[src/rtl/job_sequencer_if.sv]
// Host, data RAM, engine and result RAM signals of the job sequencer.
// The master modport is the sequencer side; slave is the surrounding system.
interface job_sequencer_if #(
    parameter int AW = 6,
    parameter int DW = 16
);
    logic          job_start;
    logic          job_ready;
    logic          in_valid;
    logic          in_ready;
    logic [DW-1:0] in_data;
    logic          mem_we;
    logic [AW-1:0] mem_addr;
    logic [DW-1:0] mem_wdata;
    logic [1:0]    eng_ctrl;
    logic          eng_bsy;
    logic [AW-1:0] res_addr;
    logic [DW-1:0] res_rdata;
    logic          out_valid;
    logic          out_ready;
    logic [DW-1:0] out_data;
    logic          done;
    logic          err;

    modport master (
        input  job_start, in_valid, in_data, eng_bsy, res_rdata, out_ready,
        output job_ready, in_ready, mem_we, mem_addr, mem_wdata, eng_ctrl,
        output res_addr, out_valid, out_data, done, err
    );

    modport slave (
        output job_start, in_valid, in_data, eng_bsy, res_rdata, out_ready,
        input  job_ready, in_ready, mem_we, mem_addr, mem_wdata, eng_ctrl,
        input  res_addr, out_valid, out_data, done, err
    );
endinterface

[src/rtl/job_sequencer.sv]
// Job sequencer for the 8-tap convolution engine: load samples,
// kick the engine, supervise its busy time, stream results to the host.
module job_sequencer #(
    parameter int DEPTH = 32,
    parameter int AW    = 6,
    parameter int DW    = 16,
    parameter int TMO   = 1023
) (
    input logic             clk,
    input logic             rst,
    job_sequencer_if.master bus
);
    localparam int CW = AW + 1;
    localparam int TW = $clog2(TMO + 1);
    localparam logic [CW-1:0] LAST  = CW'(DEPTH - 1);
    localparam logic [TW-1:0] TMO_V = TW'(TMO);
    localparam logic [TW-1:0] WMAX  = TW'(3);

    typedef enum logic [3:0] {
        S_IDLE, S_CLEAR, S_LOAD, S_START, S_WAIT,
        S_RUN, S_ABORT, S_DRAIN, S_DONE
    } state_t;

    state_t        state_q;
    logic [CW-1:0] cnt_q;
    logic [CW-1:0] cnt_d;
    logic [TW-1:0] tmo_q;
    logic          rd_q;
    logic          job_ready_q;
    logic          in_ready_q;
    logic [1:0]    eng_ctrl_q;
    logic          out_valid_q;
    logic [DW-1:0] out_data_q;
    logic          done_q;
    logic          err_q;
    logic          hs_in;
    logic          hs_out;

    assign hs_in  = in_ready_q & bus.in_valid;
    assign hs_out = out_valid_q & bus.out_ready;
    assign cnt_d  = cnt_q + CW'(1);

    assign bus.mem_we    = hs_in;
    assign bus.mem_addr  = cnt_q[AW-1:0];
    assign bus.mem_wdata = bus.in_data;
    assign bus.job_ready = job_ready_q;
    assign bus.in_ready  = in_ready_q;
    assign bus.eng_ctrl  = eng_ctrl_q;
    assign bus.out_valid = out_valid_q;
    assign bus.out_data  = out_data_q;
    assign bus.done      = done_q;
    assign bus.err       = err_q;

    // The next read is issued in the handshake cycle itself so its data
    // is ready one cycle later, giving one result every two cycles.
    assign bus.res_addr = (state_q == S_DRAIN)
                        ? cnt_q[AW-1:0] + AW'(hs_out)
                        : '0;

    always_ff @(posedge clk or negedge rst) begin
        if (!rst) begin
            state_q     <= S_IDLE;
            cnt_q       <= '0;
            tmo_q       <= '0;
            rd_q        <= 1'b0;
            job_ready_q <= 1'b1;
            in_ready_q  <= 1'b0;
            eng_ctrl_q  <= 2'b00;
            out_valid_q <= 1'b0;
            out_data_q  <= '0;
            done_q      <= 1'b0;
            err_q       <= 1'b0;
        end else begin
            unique case (state_q)
                S_IDLE: begin
                    if (bus.job_start) begin
                        state_q     <= S_CLEAR;
                        job_ready_q <= 1'b0;
                        err_q       <= 1'b0;
                        eng_ctrl_q  <= 2'b10;
                    end
                end
                S_CLEAR: begin
                    state_q    <= S_LOAD;
                    eng_ctrl_q <= 2'b00;
                    cnt_q      <= '0;
                    in_ready_q <= 1'b1;
                end
                S_LOAD: begin
                    if (hs_in) begin
                        cnt_q <= cnt_d;
                        if (cnt_q == LAST) begin
                            state_q    <= S_START;
                            in_ready_q <= 1'b0;
                            eng_ctrl_q <= 2'b01;
                        end
                    end
                end
                S_START: begin
                    state_q    <= S_WAIT;
                    eng_ctrl_q <= 2'b00;
                    tmo_q      <= '0;
                end
                S_WAIT: begin
                    if (bus.eng_bsy) begin
                        state_q <= S_RUN;
                        tmo_q   <= '0;
                    end else if (tmo_q == WMAX) begin
                        state_q    <= S_ABORT;
                        err_q      <= 1'b1;
                        eng_ctrl_q <= 2'b10;
                        done_q     <= 1'b1;
                    end else begin
                        tmo_q <= tmo_q + TW'(1);
                    end
                end
                S_RUN: begin
                    if (!bus.eng_bsy) begin
                        state_q <= S_DRAIN;
                        cnt_q   <= '0;
                        rd_q    <= 1'b0;
                    end else if (tmo_q == TMO_V) begin
                        state_q    <= S_ABORT;
                        err_q      <= 1'b1;
                        eng_ctrl_q <= 2'b10;
                        done_q     <= 1'b1;
                    end else begin
                        tmo_q <= tmo_q + TW'(1);
                    end
                end
                S_ABORT: begin
                    state_q     <= S_IDLE;
                    eng_ctrl_q  <= 2'b00;
                    done_q      <= 1'b0;
                    job_ready_q <= 1'b1;
                end
                S_DRAIN: begin
                    if (out_valid_q) begin
                        if (bus.out_ready) begin
                            out_valid_q <= 1'b0;
                            if (cnt_q == LAST) begin
                                state_q <= S_DONE;
                                done_q  <= 1'b1;
                            end else begin
                                cnt_q <= cnt_d;
                                rd_q  <= 1'b1;
                            end
                        end
                    end else if (rd_q) begin
                        out_data_q  <= bus.res_rdata;
                        out_valid_q <= 1'b1;
                        rd_q        <= 1'b0;
                    end else begin
                        rd_q <= 1'b1;
                    end
                end
                S_DONE: begin
                    state_q     <= S_IDLE;
                    done_q      <= 1'b0;
                    job_ready_q <= 1'b1;
                end
                default: begin
                    state_q <= S_IDLE;
                end
            endcase
        end
    end
endmodule

[src/flat_wrapper.sv]
// flat-port wrapper written by rule: the top's interface ports become plain ports
module job_sequencer_flat 
#(
    parameter int DEPTH = 32,
    parameter int AW    = 6,
    parameter int DW    = 16,
    parameter int TMO   = 1023
)
  (clk, rst, bus_job_start, bus_in_valid, bus_in_data, bus_eng_bsy, bus_res_rdata, bus_out_ready, bus_job_ready, bus_in_ready, bus_mem_we, bus_mem_addr, bus_mem_wdata, bus_eng_ctrl, bus_res_addr, bus_out_valid, bus_out_data, bus_done, bus_err);
  job_sequencer_if #(.AW(AW), .DW(DW)) bus_i ();
  input logic clk;
  input logic rst;
  input wire logic [$bits(bus_i.job_start)-1:0] bus_job_start;
  input wire logic [$bits(bus_i.in_valid)-1:0] bus_in_valid;
  input wire logic [$bits(bus_i.in_data)-1:0] bus_in_data;
  input wire logic [$bits(bus_i.eng_bsy)-1:0] bus_eng_bsy;
  input wire logic [$bits(bus_i.res_rdata)-1:0] bus_res_rdata;
  input wire logic [$bits(bus_i.out_ready)-1:0] bus_out_ready;
  output wire logic [$bits(bus_i.job_ready)-1:0] bus_job_ready;
  output wire logic [$bits(bus_i.in_ready)-1:0] bus_in_ready;
  output wire logic [$bits(bus_i.mem_we)-1:0] bus_mem_we;
  output wire logic [$bits(bus_i.mem_addr)-1:0] bus_mem_addr;
  output wire logic [$bits(bus_i.mem_wdata)-1:0] bus_mem_wdata;
  output wire logic [$bits(bus_i.eng_ctrl)-1:0] bus_eng_ctrl;
  output wire logic [$bits(bus_i.res_addr)-1:0] bus_res_addr;
  output wire logic [$bits(bus_i.out_valid)-1:0] bus_out_valid;
  output wire logic [$bits(bus_i.out_data)-1:0] bus_out_data;
  output wire logic [$bits(bus_i.done)-1:0] bus_done;
  output wire logic [$bits(bus_i.err)-1:0] bus_err;
  assign bus_i.job_start = bus_job_start;
  assign bus_i.in_valid = bus_in_valid;
  assign bus_i.in_data = bus_in_data;
  assign bus_i.eng_bsy = bus_eng_bsy;
  assign bus_i.res_rdata = bus_res_rdata;
  assign bus_i.out_ready = bus_out_ready;
  assign bus_job_ready = bus_i.job_ready;
  assign bus_in_ready = bus_i.in_ready;
  assign bus_mem_we = bus_i.mem_we;
  assign bus_mem_addr = bus_i.mem_addr;
  assign bus_mem_wdata = bus_i.mem_wdata;
  assign bus_eng_ctrl = bus_i.eng_ctrl;
  assign bus_res_addr = bus_i.res_addr;
  assign bus_out_valid = bus_i.out_valid;
  assign bus_out_data = bus_i.out_data;
  assign bus_done = bus_i.done;
  assign bus_err = bus_i.err;
  job_sequencer #(.DEPTH(DEPTH), .AW(AW), .DW(DW), .TMO(TMO)) u_core (.clk(clk), .rst(rst), .bus(bus_i));
endmodule
[config.mk]
export PLATFORM = sky130hd
export DESIGN_NAME = job_sequencer_flat
export DESIGN_NICKNAME = d
export VERILOG_FILES = /design/src/rtl/job_sequencer_if.sv /design/src/rtl/job_sequencer.sv /design/src/flat_wrapper.sv
export SDC_FILE = /design/constraint.sdc
export NUM_CORES = 1
export LEC_CHECK = 0
export CAP_MARGIN = 10
export CORE_MARGIN = 3
export CORE_UTILIZATION = 35
export CTS_BUF_LIST = sky130_fd_sc_hd__clkbuf_16
export DETAILED_ROUTE_END_ITERATION = 6
export DONT_BUFFER_PORTS = 1
export GPL_TIMING_DRIVEN = 0
export PLACE_DENSITY = 0.48
export REMOVE_ABC_BUFFERS = 1
export SYNTH_ARGS = -nofsm -noshare
export SYNTH_HDL_FRONTEND = slang
export SYNTH_SLANG_ARGS = --single-unit
[constraint.sdc]
create_clock -name clk -period 4.1 [get_ports clk]
set_input_delay 0.41 -clock clk [delete_from_list [all_inputs] [get_ports clk]]
set_output_delay 0.41 -clock clk [all_outputs]
set_load 0.03 [all_outputs]
==> results of run 1 <==
-- per-layer routing --
layer	part of all wire, %	routed length (um)
met5	0	0
met4	1.2	73
met1	46	2940
met3	9.4	598
met2	43	2730
-- report_power, final --
group	leakage (uW)	internal (uW)	switching, uW
combinational	0.000556	235	301
clock	0.0000708	230	181
sequential	0.000593	567	396
total	0.00122	1030	878
-- stage by stage --
step           instance area (um2)  utilization (%)
3_3_place_gp                  2670             35.7
6_report                      2870             38.3
2_1_floorplan                 2540                -
3_5_place_dp                  2680             35.8
4_1_cts                       2870             38.3
5_1_grt                       2870             38.3
-- layout by cell type (no fill, tap or decap), drive strengths merged, types with 2 or more instances in the layout --
cell | netlist | layout
nand2 | 19 | 19
o21ai | 22 | 22
mux2 | 16 | 16
nor3 | 2 | 2
nand4 | 4 | 4
a21oi | 10 | 10
and4 | 2 | 2
dfrtp | 44 | 44
nand2b | 7 | 7
buf | 33 | 2
and2 | 3 | 3
o41ai | 4 | 4
nor4b | 2 | 2
nor2 | 19 | 19
a31oi | 5 | 5
nor2b | 3 | 3
a211oi | 2 | 2
clkbuf | 3 | 5
and3 | 5 | 5
a211o | 2 | 2
nor4 | 4 | 4
o31ai | 14 | 14
nand4bb | 2 | 2
ha | 4 | 4
or4 | 2 | 2
xor2 | 2 | 2
or3 | 4 | 4
nand3 | 13 | 13
o21a | 2 | 2
o211ai | 2 | 2
inv | 7 | 9
a21o | 2 | 2
-- synth_stat cells (5+ instances only) --
cell,n,area (um2)
and3_1,5,31.3
o21ai_1,12,60.1
o21ai_0,9,45.0
nand3_1,13,65.1
nand2b_1,7,43.8
buf_4,24,180
a21oi_1,10,50.1
buf_2,5,25.0
a31oi_1,5,31.3
mux2_1,16,180
o31ai_1,14,105
inv_1,7,26.3
dfrtp_1,44,1100
nand2_1,19,71.3
nor2_1,18,67.6
-- registers in the layout (all words and copies together) (netlist names) --
| signal | cells |
|---|---|
| u_core.bus.out_data | 16 |
| u_core.tmo_q | 10 |
| u_core.cnt_q | 7 |
| u_core.state_q | 4 |
| u_core.bus.eng_ctrl | 2 |
| u_core.bus.done | 1 |
| u_core.bus.err | 1 |
| u_core.bus.in_ready | 1 |
| u_core.bus.job_ready | 1 |
| u_core.bus.out_valid | 1 |
| u_core.rd_q | 1 |
-- cell type report --
class | instances | area, um2 | area share [%]
clock inverters | 3 | 25.0 | 0.872
inverters | 7 | 26.3 | 0.915
flip-flops and latches | 45 | 1130 | 39.3
multi-input cells | 198 | 1400 | 48.7
well taps | 99 | 124 | 4.32
clock buffers | 5 | 125 | 4.36
repair buffers | 3 | 45.0 | 1.57
-- cells by family after synthesis --
| group | share of synthesized area, % |
|---|---|
| AO/OA/AOI/OAI | 19.8 |
| XOR/XNOR | 0.941 |
| adder cells (fa/ha/maj) | 1.79 |
| buffers and inverters | 9.77 |
| flip-flops | 40.4 |
| multiplexers | 6.45 |
| AND/OR/NAND/NOR | 20.9 |
-- worst min-delay path by stage --
stage                              from                     end  slack, ns  cells past startpoint
final                     bus_out_ready    u_core.bus.out_valid       0.22                      1
after global routing      bus_out_ready    u_core.bus.out_valid       0.22                      1
after CTS                 bus_out_ready    u_core.bus.out_valid       0.22                      1
after detailed placement            rst         u_core.cnt_q[3]       0.12                      0
after global placement              rst  u_core.bus.out_data[2]       0.12                      0
after floorplan                     rst         u_core.bus.done       0.11                      0
==> summary.txt, run 1 <==
clk root buf: clkbuf_16
die span in x: 95.3 um
RSZ-0062 raised after global routing: no
worst-path cell chain: nand2_1, inv_1, ha_1, nand3_1, or3_1, a21oi_1
Netlist Area Pre-Place: 2790 um2
number of synthesized flops with an enable pin: 0
CP required: 3.69 ns
worst relative slew slack: 48.5%
status: complete, no violations
Area growth syn-to-layout: 2.82%
CP Launch Type: flip-flop
Top FF cell, synth: dfrtp_1
met2 Usage GRT: 19.7%
DR vias/cell: 5.75
Synth Area per Inst: 9.76 um2
Resize count post-CTS: 0
Power Density: 666 nW/um2
Num CTS Buffers: 5
Overflow after GRT: 0
r2r endpoint: u_core.tmo_q[6]
total power: 1910 uW
# rows: 31
R2R Setup Slk: 1.57 ns
die height: 95.3 um
Final #Nets: 302
Setup Slack @ Placement: 1.56 ns
Non-Filler Instances: 360
final setup vio count: 0
CP endpoint kind: output pin
post-placement cell count: 350
filler instances: 756
cell count along the critical path: 6
first-pass GRT wire length: 10000 um
max-cap violation count: 0
Worst-Margin Slew: 0.772 ns
Fin Hold WS: 0.221 ns
count of input and output buffers: 0
antenna-violating nets left: 0
Async SR Flop Fraction: 100%
initial antenna violation count: 0
f_max: 352 MHz
Period minus WS final: 2.84 ns
Setup crit end: bus_res_addr[5]
first-pass iteration count of the detailed router: 4
total number of vias: 2069
boundary pin count: 90
DRC Markers: 0
H-tree depth: 2
clock transition at the registers of the reported paths: 0.07 ns
layout cell share with drive strength beyond 1: 9.96%
largest net degree at the start of global routing: 46
setup_tns: 0 ns
Final WS setup: 1.26 ns
Sink Count: 45
gr usage total: 14.3%
Synth Register Bits: 45
Crit Path Class: flip-flop to output pin
slowest CP cell: dfrtp_1
Hold Buf Count CTS: 2
Top Usage Layer GRT: met1
ANT cells: 0
Slew Limit Fails: 0
Yosys cell types: 63
Worst Path Max Fanout: 7
Buf/Inv on CP: 1
worst min path class: input pin to flip-flop
CP peak stage delay: 0.67 ns
final count of hold timing violations: 0
Critical Path AT: 2.43 ns
critical path's top delay family: simple AND/OR/NAND/NOR gates
Clock Skew: 0.00614 ns
P_leak: 0.00122 uW
routability congestion estimate: 0.783
CTS tree: built
DP Wirelength: 4470 um
R2R depth: 6
clk_lat worst skew: 0.29 ns
number of DRC violations after detailed-routing iteration 0: 98
YS warnings: 0
met1 usage: 20.4%
VDD IR max: 224 uV
sequential element share of the synthesized area: 40.4%
wire length per cell: 17.6 um
vias in the first global route: 1842
core area: 7490 um2
clk buf depth: 2
Critical path origin: u_core.bus.out_valid
M3 GR Usage: 5.52%
WL final: 6340 um
Starting Density: 37.3%
R2R Path Start: u_core.state_q[2]
die area: 9080 um2
Post-Syn Instances: 286
postcts setup bufs: 0
final period utilization: 69.2%
No activity file was read; power rests on OpenSTA's default activity.
==> run 2: changes to the inputs <==
==> constraint.sdc (replaced) <==
create_clock -name clk -period 3 [get_ports clk]
set_input_delay 0.3 -clock clk [delete_from_list [all_inputs] [get_ports clk]]
set_output_delay 0.3 -clock clk [all_outputs]
set_load 0.03 [all_outputs]
==> results of run 2 <==
The final DEF is identical to that of run 1. Status: complete, no violations.
Main changes from that run: setup slack after placement 1.56 ns -> 0.477 ns; setup slack after layout 1.26 ns -> 0.272 ns; hold slack 0.221 ns -> 0.111 ns; register-to-register setup slack 1.57 ns -> 0.47 ns; total power 1910 uW -> 2610 uW; worst IR drop on VDD 224 uV -> 306 uV
==> run 3: changes to the inputs <==
--- a/config.mk
+++ b/config.mk
@@ -11,8 +11,10 @@
 export CTS_BUF_LIST = sky130_fd_sc_hd__clkbuf_16
 export DETAILED_ROUTE_END_ITERATION = 6
 export DONT_BUFFER_PORTS = 1
+export GPL_ROUTABILITY_DRIVEN = 1
 export GPL_TIMING_DRIVEN = 0
 export PLACE_DENSITY = 0.48
+export RECOVER_POWER = 100
 export REMOVE_ABC_BUFFERS = 1
 export SYNTH_ARGS = -nofsm -noshare
 export SYNTH_HDL_FRONTEND = slang
==> run 3 against run 2 <==
Against the previous run: the run now ends with max-capacitance violations, max-slew violations left; global-route usage is the same; register-to-register slack lost 0.10 ns; worst hold slack gained 0.0011 ns; critical endpoint unchanged; critical path depth is the same; largest power group unchanged; first-iteration DRC count shrank 3.1%; clock-buffer cell count is the same; sequential cell count is the same; cell count is the same; fmax grew 1.5%; design area shrank 2.0%; setup slack gained 0.039 ns; die area is the same.
==> summary.txt, run 3 (synthesized netlist as in run 1, its figures left out) <==
gr usage total: 14.3% (unchanged)
# rows: 31 (unchanged)
VDD IR max: 302 uV
CP required: 2.70 ns
failing checks: max-capacitance violations, max-slew violations
die area: 9080 um2 (unchanged)
status: finished, violations left
clock group share of total power: 21.9% (+0.4 points)
Flop pwr share: 50.8% (+0.4 points)
first-pass GRT wire length: 10000 um (unchanged)
Resize count post-CTS: 0 (unchanged)
count of input and output buffers: 0 (unchanged)
boundary pin count: 90 (unchanged)
clock transition at the registers of the reported paths: 0.06 ns (about the same)
die span in x: 95.3 um (unchanged)
Overflow after GRT: 0 (unchanged)
Power Density: 915 nW/um2
routability congestion estimate: 0.783 (unchanged)
clk_lat worst skew: 0.29 ns (about the same)
CP Launch Type: flip-flop
postcts setup bufs: 0 (unchanged)
Clock Skew: 0.00694 ns (+0.000796 ns)
worst min path class: input pin to flip-flop
core area: 7490 um2 (unchanged)
combinational power share: 27.3% (-0.7 points)
Final WS setup: 0.311 ns
Crit Path Class: flip-flop to output pin
total power: 2570 uW
Sink Count: 45 (unchanged)
die height: 95.3 um (unchanged)
total number of vias: 2054 (-0.72%)
clk buf depth: 2 (unchanged)
Hold Buf Count CTS: 2 (unchanged)
most common cell after layout, fill and taps aside: dfrtp_1
Internal: 1390 uW
Psw: 1180 uW
initial antenna violation count: 0 (unchanged)
clk root buf: clkbuf_16
DRC Markers: 0 (unchanged)
Slew Limit Fails: 46 (+46)
largest net degree at the start of global routing: 46 (unchanged)
CTS tree: built
WL final: 6330 um (-0.17%)
vias in the first global route: 1842 (unchanged)
final count of hold timing violations: 0 (unchanged)
RSZ-0062 raised after global routing: no
Num CTS Buffers: 5 (unchanged)
H-tree depth: 2 (unchanged)
R2R Setup Slk: 0.37 ns
f_max: 372 MHz
Area growth syn-to-layout: 0.717%
Largest register FFs: 16 (unchanged)
ANT cells: 0 (unchanged)
DR vias/cell: 5.71 (-0.72%)
worst relative slew slack: -34.0% (-83 points)
Worst Path Max Fanout: 7 (unchanged)
layout cell share with drive strength beyond 1: 6.13% (-3.8 points)
number of DRC violations after detailed-routing iteration 0: 95 (-3.1%)
most frequent cells in the layout: dfrtp_1, nand2_1, nor2_1, mux2_1
Net Sw Frac: 46.1%
DP Wirelength: 4470 um (unchanged)
antenna-violating nets left: 0 (unchanged)
CP endpoint kind: output pin
max-cap violation count: 1 (+1)
final period utilization: 89.6%
wire length per cell: 17.6 um (-0.17%)
Setup Slack @ Placement: 0.477 ns
filler instances: 763 (+0.93%)
Period minus WS final: 2.69 ns
Starting Density: 37.3% (unchanged)
final setup vio count: 0 (unchanged)
Worst-Margin Slew: 2.01 ns (+1.24 ns)
first-pass iteration count of the detailed router: 4 (unchanged)
Final #Nets: 302 (unchanged)
Critical Path AT: 2.39 ns (-0.04 ns)
P_leak: 0.00120 uW (-2.0%)
==> run 3: changes by cell type in the layout (fill, tap and decap cells not counted), sizes merged <==
cell	delta
buf	-2
clkbuf	+1
dlymetal6s4s	+1
==> run 3: power groups by stage <==
stage               logic [uW]  clock network (uW)  registers, uW
floorplan                  582                   0           1240
global placement           712                   0           1330
detailed placement         720                   0           1340
CTS                        745                 582           1320
global route               804                 612           1360
finish                     701                 563           1310
==> run 3: path summary, 6_finish.rpt <==
check	from	to	cells after the start
worst max register to register	u_core.state_q[2]	u_core.tmo_q[5]	5
worst min-delay path	bus_out_ready	u_core.bus.out_valid	1
max in group asynchronous	rst	u_core.bus.out_data[1]	2
worst min register to register	u_core.cnt_q[6]	u_core.cnt_q[6]	1
worst max-delay path	u_core.bus.out_valid	bus_res_addr[5]	6
min in group asynchronous	rst	u_core.rd_q	2
==> run 3: through the flow <==
| step | hold WS (ns) | utilization (%) | setup TNS, ns | cells | instance area (um2) |
|---|---|---|---|---|---|
| after global placement | 0.00552 | 35.7 | -1.68 | 349 | 2670 |
| after global routing | 0.111 | 37.6 | 0 | 360 | 2810 |
| after CTS | 0.107 | 38.3 | 0 | 360 | 2870 |
| final | 0.113 | 37.6 | 0 | 360 | 2810 |
| after floorplan | 0.00441 | - | 0 | 250 | 2540 |
| after detailed placement | 0.00555 | 35.8 | 0 | 350 | 2680 |
==> run 3: metal layers <==
metal  share of wire [%]  GRT usage [%]  vias up
li1                    -              -      986
met1                  47           20.4      984
met2                  43           19.7       78
met3                 8.6           5.52        6
met4                 1.2           4.33        0
met5                   0              0        -
==> run 3: layout make-up <==
cell class	instances	area, um2	area share [%]
multi-input cells	198	1360	48.3
flip-flops and latches	45	1130	40.1
clock buffers	5	125	4.45
well taps	99	124	4.41
repair buffers	3	26.3	0.935
inverters	7	26.3	0.935
clock inverters	3	25.0	0.890
==> run 3: critical path, cell delays in order, from the launching register on <==
cell,delay (ns)
dfrtp_1,0.65
nand2_1,0.13
inv_1,0.09
ha_1,0.16
nand3_1,0.15
or3_1,0.39
a21oi_1,0.54
